--- config.mk ---
export PLATFORM = sky130hd
export DESIGN_NAME = pid_error_gen_flat
export DESIGN_NICKNAME = d
export VERILOG_FILES = /design/src/rtl/pid_pkg.sv /design/src/rtl/pid_error_gen_if.sv /design/src/rtl/pid_sat.sv /design/src/rtl/pid_error_gen.sv /design/src/flat_wrapper.sv
export SDC_FILE = /design/constraint.sdc
export NUM_CORES = 1
export LEC_CHECK = 0
export CORE_MARGIN = 1.5
export CORE_UTILIZATION = 70
export CTS_CLUSTER_DIAMETER = 30
export DETAILED_ROUTE_END_ITERATION = 8
export DONT_BUFFER_PORTS = 1
export PLACE_DENSITY = 0.93
export SLEW_MARGIN = 10
export SYNTH_ARGS = -nofsm -noshare
export SYNTH_HDL_FRONTEND = slang
export SYNTH_HIERARCHICAL = 1
export SYNTH_SLANG_ARGS = --single-unit
--- constraint.sdc ---
create_clock -name clk -period 6.4 [get_ports clk]
set_clock_uncertainty 0.05 [all_clocks]
set_input_delay 0.64 -clock clk [delete_from_list [all_inputs] [get_ports clk]]
set_output_delay 0.64 -clock clk [all_outputs]
set_load 0.01 [all_outputs]
--- src/rtl/pid_pkg.sv ---
// Shared definitions for the PID front end and PI controller stages.
package pid_pkg;

  localparam int unsigned DATA_W_DEF = 16;
  localparam int unsigned ERR_W_DEF  = 16;

  // Working width of the generic saturate helper; every caller fits inside it.
  localparam int unsigned SAT_W = 64;

  typedef enum logic [1:0] {
    StAccum   = 2'd0,
    StCompute = 2'd1,
    StHold    = 2'd2
  } pid_state_e;

  // Clamp a sign-extended value to the range of an out_w-bit signed word.
  function automatic logic signed [SAT_W-1:0] sat_signed(input logic signed [SAT_W-1:0] val,
                                                         input int unsigned out_w);
    logic signed [SAT_W-1:0] hi;
    logic signed [SAT_W-1:0] lo;
    hi = (64'sd1 <<< (out_w - 1)) - 64'sd1;
    lo = -(64'sd1 <<< (out_w - 1));
    if (val > hi) begin
      return hi;
    end else if (val < lo) begin
      return lo;
    end
    return val;
  endfunction

endpackage

--- src/rtl/pid_error_gen_if.sv ---
// Measurement-in / error-out handshake bundle of the PID error generator.
interface pid_error_gen_if
  import pid_pkg::*;
#(
  parameter int unsigned DATA_W = DATA_W_DEF,
  parameter int unsigned ERR_W  = ERR_W_DEF
) ();

  logic signed [DATA_W-1:0] setpoint;
  logic                     meas_valid;
  logic signed [DATA_W-1:0] meas_data;
  logic                     meas_ready;
  logic                     err_valid;
  logic                     err_ready;
  logic signed [ERR_W-1:0]  err_data;
  logic                     sat_flag;

  modport slave (
    input  setpoint, meas_valid, meas_data, err_ready,
    output meas_ready, err_valid, err_data, sat_flag
  );

  modport master (
    output setpoint, meas_valid, meas_data, err_ready,
    input  meas_ready, err_valid, err_data, sat_flag
  );

endinterface

--- src/rtl/pid_sat.sv ---
// Combinational deadband followed by signed saturation to OUT_W bits.
module pid_sat
  import pid_pkg::*;
#(
  parameter int unsigned IN_W     = 17,
  parameter int unsigned OUT_W    = 16,
  parameter int unsigned DEADBAND = 0
) (
  input  logic signed [IN_W-1:0]  diff,
  output logic signed [OUT_W-1:0] err,
  output logic                    sat
);

  logic signed [SAT_W-1:0] wide;
  logic signed [SAT_W-1:0] mag;
  logic signed [SAT_W-1:0] banded;
  logic signed [SAT_W-1:0] clipped;

  always_comb begin
    wide    = SAT_W'(diff);
    mag     = (wide < 0) ? -wide : wide;
    banded  = (mag <= $signed(SAT_W'(DEADBAND))) ? '0 : wide;
    clipped = sat_signed(banded, OUT_W);
    err     = clipped[OUT_W-1:0];
    sat     = (clipped != banded);
  end

endmodule

--- src/rtl/pid_error_gen.sv ---
// Block-averages measurement samples and emits a deadbanded, saturated setpoint error.
module pid_error_gen
  import pid_pkg::*;
#(
  parameter int unsigned DATA_W   = DATA_W_DEF,
  parameter int unsigned ERR_W    = ERR_W_DEF,
  parameter int unsigned AVG_LOG2 = 2,
  parameter int unsigned DEADBAND = 0
) (
  input logic           clk,
  input logic           rst,
  pid_error_gen_if.slave bus
);

  localparam int unsigned ACC_W = DATA_W + AVG_LOG2;
  localparam int unsigned CNT_W = (AVG_LOG2 > 0) ? AVG_LOG2 : 1;
  localparam logic [CNT_W-1:0] CNT_LAST = CNT_W'((1 << AVG_LOG2) - 1);

  pid_state_e               state_q;
  logic signed [ACC_W-1:0]  acc_q;
  logic [CNT_W-1:0]         cnt_q;
  logic                     err_valid_q;
  logic signed [ERR_W-1:0]  err_data_q;
  logic                     sat_flag_q;

  logic signed [DATA_W-1:0] avg;
  logic signed [DATA_W:0]   diff;
  logic signed [ERR_W-1:0]  sat_err;
  logic                     sat_hit;

  // Dropping the low AVG_LOG2 bits is the floor (toward -inf) division.
  assign avg  = $signed(acc_q[ACC_W-1:AVG_LOG2]);
  assign diff = (DATA_W+1)'(bus.setpoint) - (DATA_W+1)'(avg);

  pid_sat #(
    .IN_W    (DATA_W + 1),
    .OUT_W   (ERR_W),
    .DEADBAND(DEADBAND)
  ) u_sat (
    .diff(diff),
    .err (sat_err),
    .sat (sat_hit)
  );

  always_ff @(posedge clk or posedge rst) begin
    if (rst) begin
      state_q     <= StAccum;
      acc_q       <= '0;
      cnt_q       <= '0;
      err_valid_q <= 1'b0;
      err_data_q  <= '0;
      sat_flag_q  <= 1'b0;
    end else begin
      unique case (state_q)
        StAccum: begin
          if (bus.meas_valid) begin
            acc_q <= acc_q + ACC_W'(bus.meas_data);
            cnt_q <= cnt_q + 1'b1;
            if (cnt_q == CNT_LAST) begin
              state_q <= StCompute;
            end
          end
        end
        StCompute: begin
          err_data_q  <= sat_err;
          sat_flag_q  <= sat_hit;
          err_valid_q <= 1'b1;
          acc_q       <= '0;
          cnt_q       <= '0;
          state_q     <= StHold;
        end
        StHold: begin
          if (bus.err_ready) begin
            err_valid_q <= 1'b0;
            state_q     <= StAccum;
          end
        end
        default: state_q <= StAccum;
      endcase
    end
  end

  // Gated with rst so no sample can be offered a transfer during reset.
  assign bus.meas_ready = (state_q == StAccum) && !rst;
  assign bus.err_valid  = err_valid_q;
  assign bus.err_data   = err_data_q;
  assign bus.sat_flag   = sat_flag_q;

endmodule
--- src/flat_wrapper.sv ---
// flat-port wrapper written by rule: the top's interface ports become plain ports
module pid_error_gen_flat import pid_pkg::*;
#(
  parameter int unsigned DATA_W   = DATA_W_DEF,
  parameter int unsigned ERR_W    = ERR_W_DEF,
  parameter int unsigned AVG_LOG2 = 2,
  parameter int unsigned DEADBAND = 0
)
  (clk, rst, bus_setpoint, bus_meas_valid, bus_meas_data, bus_err_ready, bus_meas_ready, bus_err_valid, bus_err_data, bus_sat_flag);
  pid_error_gen_if #(.DATA_W(DATA_W), .ERR_W(ERR_W)) bus_i ();
  input logic clk;
  input logic rst;
  input wire logic [$bits(bus_i.setpoint)-1:0] bus_setpoint;
  input wire logic [$bits(bus_i.meas_valid)-1:0] bus_meas_valid;
  input wire logic [$bits(bus_i.meas_data)-1:0] bus_meas_data;
  input wire logic [$bits(bus_i.err_ready)-1:0] bus_err_ready;
  output wire logic [$bits(bus_i.meas_ready)-1:0] bus_meas_ready;
  output wire logic [$bits(bus_i.err_valid)-1:0] bus_err_valid;
  output wire logic [$bits(bus_i.err_data)-1:0] bus_err_data;
  output wire logic [$bits(bus_i.sat_flag)-1:0] bus_sat_flag;
  assign bus_i.setpoint = bus_setpoint;
  assign bus_i.meas_valid = bus_meas_valid;
  assign bus_i.meas_data = bus_meas_data;
  assign bus_i.err_ready = bus_err_ready;
  assign bus_meas_ready = bus_i.meas_ready;
  assign bus_err_valid = bus_i.err_valid;
  assign bus_err_data = bus_i.err_data;
  assign bus_sat_flag = bus_i.sat_flag;
  pid_error_gen #(.DATA_W(DATA_W), .ERR_W(ERR_W), .AVG_LOG2(AVG_LOG2), .DEADBAND(DEADBAND)) u_core (.clk(clk), .rst(rst), .bus(bus_i));
endmodule
=== Word level (Yosys, flattened, before mapping) ===
Index checks and enable logic that the tools add are counted.

* Register bits after elaboration: 40
* Input bits: 36
* Output and inout port bits: 19
* Word-level logic and storage cells: 46

* Add/subtract/negate cells: 4
* Magnitude comparators: 4
* Equality and inequality tests: 7
* Muxes and demuxes: 17
* Reduce and logical (&&, ||, !) cells: 8

{| class="wikitable"
|+ Operator list
! cell !! number
|-
| 64-bit 2-to-1 mux || 5
|-
| 64-bit by 16-bit greater-than comparator with 1-bit output, second input constant || 1
|-
| 64-bit by 1-bit less-or-equal comparator with 1-bit output, second input constant || 1
|-
| 64-bit by 16-bit less-than comparator with 1-bit output, second input constant || 1
|-
| 64-bit inequality test || 1
|-
| 17-bit negation with 64-bit output || 1
|-
| 18-bit one-hot mux with 2 select lines || 1
|-
| 18-bit by 16-bit adder with 18-bit output || 1
|-
| 18-bit 2-to-1 mux || 1
|-
| 17-bit by 1-bit less-than comparator with 1-bit output, second input constant || 1
|-
| 16-bit by 16-bit subtractor with 17-bit output || 1
|-
| 2-bit 2-to-1 mux || 4
|-
| 2-bit one-hot mux with 3 select lines || 1
|-
| 2-bit equality test, second input constant || 2
|-
| 2-bit inequality test, second input constant || 2
|-
| 2-bit one-hot mux with 2 select lines || 1
|-
| 2-bit AND reduction || 2
|-
| 2-bit nonzero test || 2
|-
| 1-bit 2-to-1 mux || 3
|-
| 3-bit AND reduction || 1
|-
| 2-bit by 1-bit adder with 2-bit output, second input constant || 1
|-
| 2-bit by 1-bit equality test with 1-bit output, second input constant || 1
|-
| 2-bit logical NOT || 1
|-
| 2-bit by 1-bit inequality test with 1-bit output, second input constant || 1
|-
| other kinds (3) || 3
|}

=== Longest topological paths before layout ===
Gate-level depths: netlist (run 1).

* Depth after elaboration: 10
* Depth in mapped cells: 18
* Gate-level depth less buffers: 16

=== Hierarchy ===
Netlist (run 1), hierarchy kept.

{| class="wikitable"
|+ By module, submodules not included
! module !! instances !! cells an instance !! area each (um^2)
|-
| pid_error_gen || 1 || 351 || 3181.8
|-
| pid_sat || 1 || 140 || 1019.7
|}

=== Worst setup path after synthesis (run 1) ===
OpenSTA, ideal clock, no wires.

* Path type: input -> register
* Start point: in bus_setpoint[0]
* End point: reg u_core.err_data_q[14], in the netlist u_core/bus.err_data[14]
* Arrival time: 3839 ps
* Data required time: 6225 ps
* Setup slack: 2386 ps
* Cell stages on the path: 18
* Cells stage by stage: inv_1 ha_1 fa_1 nor2b_1 o21a_1 o211ai_1 a21oi_1 o21ai_0 a21oi_1 o22ai_1 buf_6 or3_1 a32oi_1 a41oi_1 nor4_4 buf_4 a41oi_2 mux2_2

* Word-level cells in the longest chain between the ends: 9
* Elaborated cells on any way between the ends: 12
* Classes of those cells: 2 x add/sub; 4 x order compare; 6 x mux

{| class="wikitable"
|+ RTL lines
! what !! RTL line !! source
|-
| from (decl) || flat_wrapper.sv:13 || <nowiki>input wire logic [$bits(bus_i.setpoint)-1:0] bus_setpoint;</nowiki>
|-
| 16-bit by 16-bit subtractor with 17-bit output (*) || pid_error_gen.sv:33 || <nowiki>assign diff = (DATA_W+1)'(bus.setpoint) - (DATA_W+1)'(avg);</nowiki>
|-
| named net u_core.diff[16] || pid_error_gen.sv:27 || <nowiki>logic signed [DATA_W:0] diff;</nowiki>
|-
| 17-bit negation with 64-bit output / 17-bit by 1-bit less-than comparator with 1-bit output (equally long branches) || pid_sat.sv:21 || <nowiki>mag = (wide < 0) ? -wide : wide;</nowiki>
|-
| 64-bit 2-to-1 mux || pid_sat.sv:21 ||
|-
| 64-bit by 1-bit less-or-equal comparator with 1-bit output || pid_sat.sv:22 || <nowiki>banded = (mag <= $signed(SAT_W'(DEADBAND))) ? '0 : wide;</nowiki>
|-
| 64-bit 2-to-1 mux (*) || pid_sat.sv:22 ||
|-
| 64-bit by 16-bit less-than comparator with 1-bit output || pid_pkg.sv:25 || <nowiki>end else if (val < lo) begin</nowiki>
|-
| 1-bit 2-to-1 mux || pid_pkg.sv:25 ||
|-
| 1-bit 2-to-1 mux || pid_pkg.sv:23 || <nowiki>if (val > hi) begin</nowiki>
|-
| 64-bit 2-to-1 mux (*) || pid_pkg.sv:28 || <nowiki>return val;</nowiki>
|-
| named net u_core.sat_err[14] || pid_error_gen.sv:28 || <nowiki>logic signed [ERR_W-1:0] sat_err;</nowiki>
|-
| to (signal assigned) || pid_error_gen.sv:65 || <nowiki>err_data_q <= sat_err;</nowiki>
|-
| to (decl) || pid_error_gen.sv:23 || <nowiki>logic signed [ERR_W-1:0] err_data_q;</nowiki>
|}

The timed path passes the listed nets; every way through them passes the cells marked *.
A chain may end at the register's enable or synchronous reset.

=== Final worst setup path (run 1) ===
* Start point: reg u_core.acc_q[7]
* End point: reg u_core.err_data_q[2], in the netlist u_core/bus.err_data[2]

* Word-level cells in the longest chain between the ends: 9
* Elaborated cells on any way between the ends: 12
* Classes of those cells: 2 x add/sub; 4 x order compare; 6 x mux

{| class="wikitable"
|+ RTL lines
! what !! RTL line !! source
|-
| from (decl) || pid_error_gen.sv:20 || <nowiki>logic signed [ACC_W-1:0] acc_q;</nowiki>
|-
| from (signal assigned) || pid_error_gen.sv:57 || <nowiki>acc_q <= acc_q + ACC_W'(bus.meas_data);</nowiki>
|-
| 16-bit by 16-bit subtractor with 17-bit output (*) || pid_error_gen.sv:33 ||
|-
| named net u_core.diff[16] || pid_error_gen.sv:27 ||
|-
| 17-bit negation with 64-bit output / 17-bit by 1-bit less-than comparator with 1-bit output (equally long branches) || pid_sat.sv:21 ||
|-
| 64-bit 2-to-1 mux || pid_sat.sv:21 ||
|-
| 64-bit by 1-bit less-or-equal comparator with 1-bit output || pid_sat.sv:22 ||
|-
| 64-bit 2-to-1 mux (*) || pid_sat.sv:22 ||
|-
| 64-bit by 16-bit less-than comparator with 1-bit output || pid_pkg.sv:25 ||
|-
| 1-bit 2-to-1 mux || pid_pkg.sv:25 ||
|-
| 1-bit 2-to-1 mux || pid_pkg.sv:23 ||
|-
| 64-bit 2-to-1 mux (*) || pid_pkg.sv:28 ||
|-
| named net u_core.sat_err[2] || pid_error_gen.sv:28 ||
|}

Marked as above.

==> results of run 1 <==
placed cells by master, fill, tap and decap left out, types with 10 or more instances in the layout:
cell type / synthesis / final
nor3_1: 13 / 13
o21ai_0: 21 / 21
inv_1: 35 / 35
nor2_1: 49 / 49
mux2_2: 17 / 17
ha_1: 35 / 35
a41oi_2: 10 / 10
nand3_1: 13 / 13
xnor2_1: 13 / 13
a21o_1: 13 / 13
xor2_1: 12 / 11
dfrtp_1: 40 / 40
nand2_1: 29 / 29
a21oi_1: 46 / 46
worst max-delay path, cell delays in order (launching register included):
cell,delay [ns]
dfrtp_1,0.42
inv_1,0.06
ha_1,0.33
and3_1,0.21
a221oi_1,0.35
a21oi_1,0.15
o21ai_0,0.22
a21oi_1,0.11
o22ai_1,0.69
buf_4,0.36
inv_2,0.11
o21ai_0,0.19
nand3_1,0.14
nor4_4,0.85
a41oi_1,0.26
mux2_2,0.34
worst paths after layout:
path	depth (start not counted)	slack, ns	to
max	15	1.45	u_core/bus.err_data[2]$_DFFE_PP0P_
min	2	0.29	u_core/bus.err_data[13]$_DFFE_PP0P_
max reg2reg	15	1.45	u_core/bus.err_data[2]$_DFFE_PP0P_
min reg2reg	1	0.46	u_core/cnt_q[0]$_DFFE_PP0P_
max in group asynchronous	2	5.65	u_core/acc_q[7]$_DFFE_PP0P_
min in group clk	1	0.38	u_core/bus.err_valid$_DFFE_PP0P_
flip-flops by register name (all words and copies together), names as in the netlist:
name / flops
u_core/bus.sat_flag: 1
u_core/cnt_q: 2
u_core/state_q: 2
u_core/bus.err_valid: 1
u_core/bus.err_data: 16
u_core/acc_q: 18
stage by stage:
| step | worst slack [ns] | cells |
|---|---|---|
| finish | 1.453 | 551 |
| global route | 1.256 | 551 |
| floorplan | 2.386 | 491 |
| detailed placement | 1.490 | 543 |
| CTS | 1.677 | 551 |
| global placement | 1.588 | 543 |
cells in the mapped netlist, drive strengths merged, types with 2 or more instances:
library cell  number  share of area
nor3              16          0.024
nand3b             5         0.0089
clkbuf             9         0.0080
a311o              3         0.0071
ha                35           0.10
nand3             13          0.015
a41oi             16          0.051
nand4              5         0.0074
o31ai              3         0.0065
a221oi             2         0.0083
a211o              2         0.0042
o221ai             4         0.0083
o22ai              2         0.0030
nand2             29          0.026
o311ai             2         0.0042
or4                3         0.0063
o21a               8          0.014
nor2b              6         0.0089
o21bai             5         0.0089
nor4               9          0.026
a211oi             3         0.0095
a21boi             3         0.0054
a31oi              3         0.0045
a22o               4         0.0083
o211ai             4         0.0083
buf               20          0.035
inv               36          0.032
dfrtp             40           0.24
a21o              13          0.023
fa                 2         0.0095
xor2              12          0.025
xnor2             13          0.027
and2               2         0.0030
o21ai             23          0.027
nor2              49          0.044
nand2b             4         0.0060
mux2              18          0.049
and3               4         0.0065
a21oi             46          0.055
area by class of cell:
cell class	count	area (µm²)
fill	429	1556
timing repair buffer	6	45.04
clock inverter	3	46.29
tap	75	93.84
multi-input combinational	386	2904
sequential	40	1001
clock buffer	5	68.82
inverter	36	135.1
layer usage:
metal,vias to the layer above,share of wire,global-route usage,wire (µm)
met3,28,0.097,0.06364,1030
li1,1770,-,-,-
met1,1847,0.41,0.4458,4308
met2,213,0.47,0.5664,5018
met5,-,0,0,0
met4,0,0.022,0.1034,237
logic make-up (layout without fill, tap and decap cells):
family / after synthesis / count (layout)
AOI/OAI and AO/OA: 154 / 154
xor gates and xnor gates: 25 / 25
adders and majority gates: 38 / 38
buffers and inverters: 65 / 50
DFF: 40 / 40
muxes: 19 / 19
and+or+nand+nor: 150 / 150
==> metrics, run 1 <==
H-tree depth=2; placed cell areas=4168 µm²; Post-Synth Adder-Cell Area=0.1161; cells after synthesis=491; Design Area, Final=4294 µm²; Vias=3858; clock sinks=40; Post-synth EDFFs=0; Port Buffers=0; total setup buffers inserted after CTS=0; worst-margin pin slew=1.107 ns; antenna diode instance count=0; ys async rst share=1.000; sequential share of the synthesized area=0.2382; PostCTS Resize Cnt=0; die area=6476 µm²; Max Buffers Root-to-Sink=2; final setup fails=0; final wirelength=10590 µm; FMAX=202.1 MHz; arrival time worst endpoint=5.08 ns; status=complete, no violations; Critical Path RT=6.54 ns; # DRC=0; total global routing track utilization=0.3400; period utilisation layout=0.7730; vias in the first global route=3591; CP max FO=15; area of the core=5851 µm²; reg2reg start=u_core/acc_q[7]$_DFFE_PP0P_; Avg WL per Cell=19.23 µm; grt total ovfl=0; final hold vios=0; # rows=28; Worst Hold Slack=0.2941 ns; Hold Path Class=input pin to asynchronous set/reset pin; Initial Util=0.7181; Rel. slew slack=0.2563; minimum clock period=4.947 ns; RD Place Congestion=0.9598; startpoint types=register; largest net degree at the start of global routing=41; Avg Vias per Cell=7.002; Final Core Density=0.7340; Area Growth Syn to Fin=2.204%; Ports=55; CTS clock-pin slew for the worst setup and hold paths=0.09 ns; post-synthesis compound-gate area fraction=0.2746; CP startpoint=u_core/acc_q[7]$_DFFE_PP0P_; largest family of logic cells by synthesized area=compound AO/OA/AOI/OAI gates; Post-Syn Area=4202 µm²; Syn Nets=564; initial antenna violation count=0; Unique masters post-synth=74; first-pass iteration count of the detailed router=5; RSZ-0062 raised after global routing=no; post-synthesis xor/xnor area fraction=0.05211; Post-Syn Area per Cell=8.557 µm²; CTS tree=built; first-pass GRT wire length=17080 µm; #FFs+latches synth=40; Inserted Clock Buffers=5; Synth Warn #=6; DP HPWL=7632 µm; proportion of synthesized area in mux cells=0.05152; main flop type after synthesis=dfrtp_1; Hold Buf Count CTS=0; post-route antenna net violation count=0; Crit Path Category=register to register; drt initial violations=444; Synth Area in Simple Gates=0.1924; Crit. End Element=register; share of cells above drive strength 1=0.1303; clk root buf=clkbuf_8; Final #Nets=548; Max-Cap Viols=0; clk_lat worst skew=0.30 ns; Die H=80.48 µm; post-route setup TNS=0 ns; Max Slew Vio Count=0; Die X-Extent=80.48 µm
Power of run 1 is not shown: default switching activity piles up to over one toggle a cycle in this logic, so the estimate is an artifact.
==> inputs of run 2 (changes only) <==
--- a/config.mk
+++ b/config.mk
@@ -6,11 +6,11 @@
 export NUM_CORES = 1
 export LEC_CHECK = 0
 export CORE_MARGIN = 1.5
-export CORE_UTILIZATION = 70
+export CORE_UTILIZATION = 59
 export CTS_CLUSTER_DIAMETER = 30
 export DETAILED_ROUTE_END_ITERATION = 8
 export DONT_BUFFER_PORTS = 1
-export PLACE_DENSITY = 0.93
+export PLACE_DENSITY = 0.85
 export SLEW_MARGIN = 10
 export SYNTH_ARGS = -nofsm -noshare
 export SYNTH_HDL_FRONTEND = slang
==> constraint.sdc (replaced) <==
create_clock -name clk -period 4 [get_ports clk]
set_clock_uncertainty 0.05 [all_clocks]
set_input_delay 0.4 -clock clk [delete_from_list [all_inputs] [get_ports clk]]
set_output_delay 0.4 -clock clk [all_outputs]
set_load 0.01 [all_outputs]
==> metrics, run 2 (synthesis results as in run 1) <==
status=complete, no violations; CTS clock-pin slew for the worst setup and hold paths=0.09 ns (about the same); Crit Path Category=register to register; Die H=87.39 µm (+8.6%); CP max FO=7 (-8); H-tree depth=2 (unchanged); DP HPWL=8048 µm (+5.5%); final wirelength=11950 µm (+13%); initial antenna violation count=0 (unchanged); CTS tree=built; Critical Path RT=4.13 ns (-2.41 ns); clk root buf=clkbuf_8; Hold Buf Count CTS=0 (unchanged); RD Place Congestion=0.9142 (-4.8%); first-pass iteration count of the detailed router=7 (+2); commonest non-fill, non-tap cells in the layout=nor2_1 (49), a21oi_1 (42), dfrtp_1 (39); Inserted Clock Buffers=5 (unchanged); Max-Cap Viols=0 (unchanged); share of cells above drive strength 1=0.2158 (+0.08559); Max Slew Vio Count=0 (unchanged); RSZ-0062 raised after global routing=yes; vias in the first global route=3754 (+4.5%); Vias=4097 (+6.2%); clock sinks=40 (unchanged); met2 Use GR=0.5000 (-0.06639); Area Growth Syn to Fin=13.25%; GR Util met1=0.3671 (-0.07865); Crit. End Element=register; Worst Hold Slack=0.06662 ns (-0.2274 ns); largest net degree at the start of global routing=41 (unchanged); first-pass GRT wire length=17790 µm (+4.2%); clk_lat worst skew=0.30 ns (about the same); antenna diode instance count=0 (unchanged); # rows=30 (+7.1%); Final #Nets=577 (+5.3%); FMAX=250.3 MHz (+24%); minimum clock period=3.995 ns (-0.9523 ns); Largest register FFs=18 (unchanged); busiest layer in global routing=met2; Ports=55 (unchanged); drt initial violations=446 (+0.45%); Hold Path Class=input pin to asynchronous set/reset pin; met3 GRT Util=0.05498 (-0.008660); final hold vios=0 (unchanged); # DRC=0 (unchanged); Avg WL per Cell=19.88 µm (+3.4%); Port Buffers=0 (unchanged); Max Buffers Root-to-Sink=2 (unchanged); Rel. slew slack=0.2348 (-0.02150); worst-margin pin slew=1.140 ns (+0.03238 ns); Die X-Extent=87.39 µm (+8.6%); arrival time worst endpoint=4.13 ns (-0.95 ns); commonest non-fill, non-tap cell in the layout=nor2_1; area of the core=6832 µm² (+17%); Register-to-Register Path Depth=15 (unchanged); startpoint types=register; period utilisation layout=0.9988 (+0.2257); total global routing track utilization=0.2964 (-0.04360); post-route antenna net violation count=0 (unchanged); Initial Util=0.6150 (-0.1031); Avg Vias per Cell=6.817 (-2.6%); die area=7636 µm² (+18%); Reg with most FFs=u_core/acc_q; final setup fails=0 (unchanged); grt total ovfl=0 (unchanged)
==> run 2: cell count changes in the layout (fill, tap and decap cells not counted), sizes merged <==
cell      previous run  this run
buf                  6        33
clkbuf               5         8
clkinv               0         1
clkinvlp             1         0
inv                 37        36
==> run 2: per-layer routing <==
| layer | up-vias | share of wire |
|---|---|---|
| met5 | - | 0 |
| met1 | 1919 | 0.38 |
| met3 | 72 | 0.091 |
| li1 | 1833 | - |
| met2 | 273 | 0.49 |
| met4 | 0 | 0.040 |
==> run 2: through the flow <==
stage / setup slack, ns / area, µm² / std cells / util / setup TNS, ns
after global routing: -0.1410 / 4758 / 601 / 0.6965 / -1.517
after floorplan: 0.2260 / 4202 / 491 / - / 0
after global placement: 0.05148 / 4379 / 582 / 0.6410 / 0
final: 0.004966 / 4758 / 601 / 0.6965 / 0
after detailed placement: -0.04244 / 4379 / 582 / 0.6410 / -0.2821
after CTS: 0.03347 / 4507 / 590 / 0.6597 / 0
==> run 2: layout make-up <==
cell class | count | area (µm²)
fill | 475 | 2073
inverter | 36 | 135.1
multi-input combinational | 386 | 3024
tap | 96 | 120.1
clock inverter | 2 | 38.79
clock buffer | 6 | 82.58
sequential | 40 | 1002
timing repair buffer | 35 | 355.3
==> run 2: path summary, 6_finish.rpt <==
path | startpoint | to | slack [ns]
max | u_core/acc_q[3]$_DFFE_PP0P_ | u_core/bus.err_data[13]$_DFFE_PP0P_ | 0.005
min | rst | u_core/bus.err_data[2]$_DFFE_PP0P_ | 0.07
max reg2reg | u_core/acc_q[3]$_DFFE_PP0P_ | u_core/bus.err_data[13]$_DFFE_PP0P_ | 0.005
min reg2reg | u_core/cnt_q[0]$_DFFE_PP0P_ | u_core/cnt_q[0]$_DFFE_PP0P_ | 0.47
max in group asynchronous | rst | u_core/acc_q[3]$_DFFE_PP0P_ | 3.44
min in group clk | bus_err_ready | u_core/bus.err_valid$_DFFE_PP0P_ | 0.16
==> run 2: critical path, cell delays in order (launching register included) <==
cell and delay (ns):
dfrtp_2 0.44, inv_1 0.08, ha_1 0.28, nor2b_1 0.14, o21a_1 0.18, o21ai_0 0.26, a21oi_1 0.17, a21oi_2 0.23
xnor2_1 0.12, or4_4 0.45, nor3_2 0.20, mux2_4 0.34, a211oi_4 0.30, clkbuf_16 0.23, a41oi_2 0.13, mux2_4 0.28
==> run 2: repair_timing <==
item	in CTS	in global routing
endpoints found under the setup margin	15	15
gates cloned	0	2
gates resized for setup	2	31
pin swaps	3	10
setup buffers	0	9
Power of run 2 is left out for the same reason.
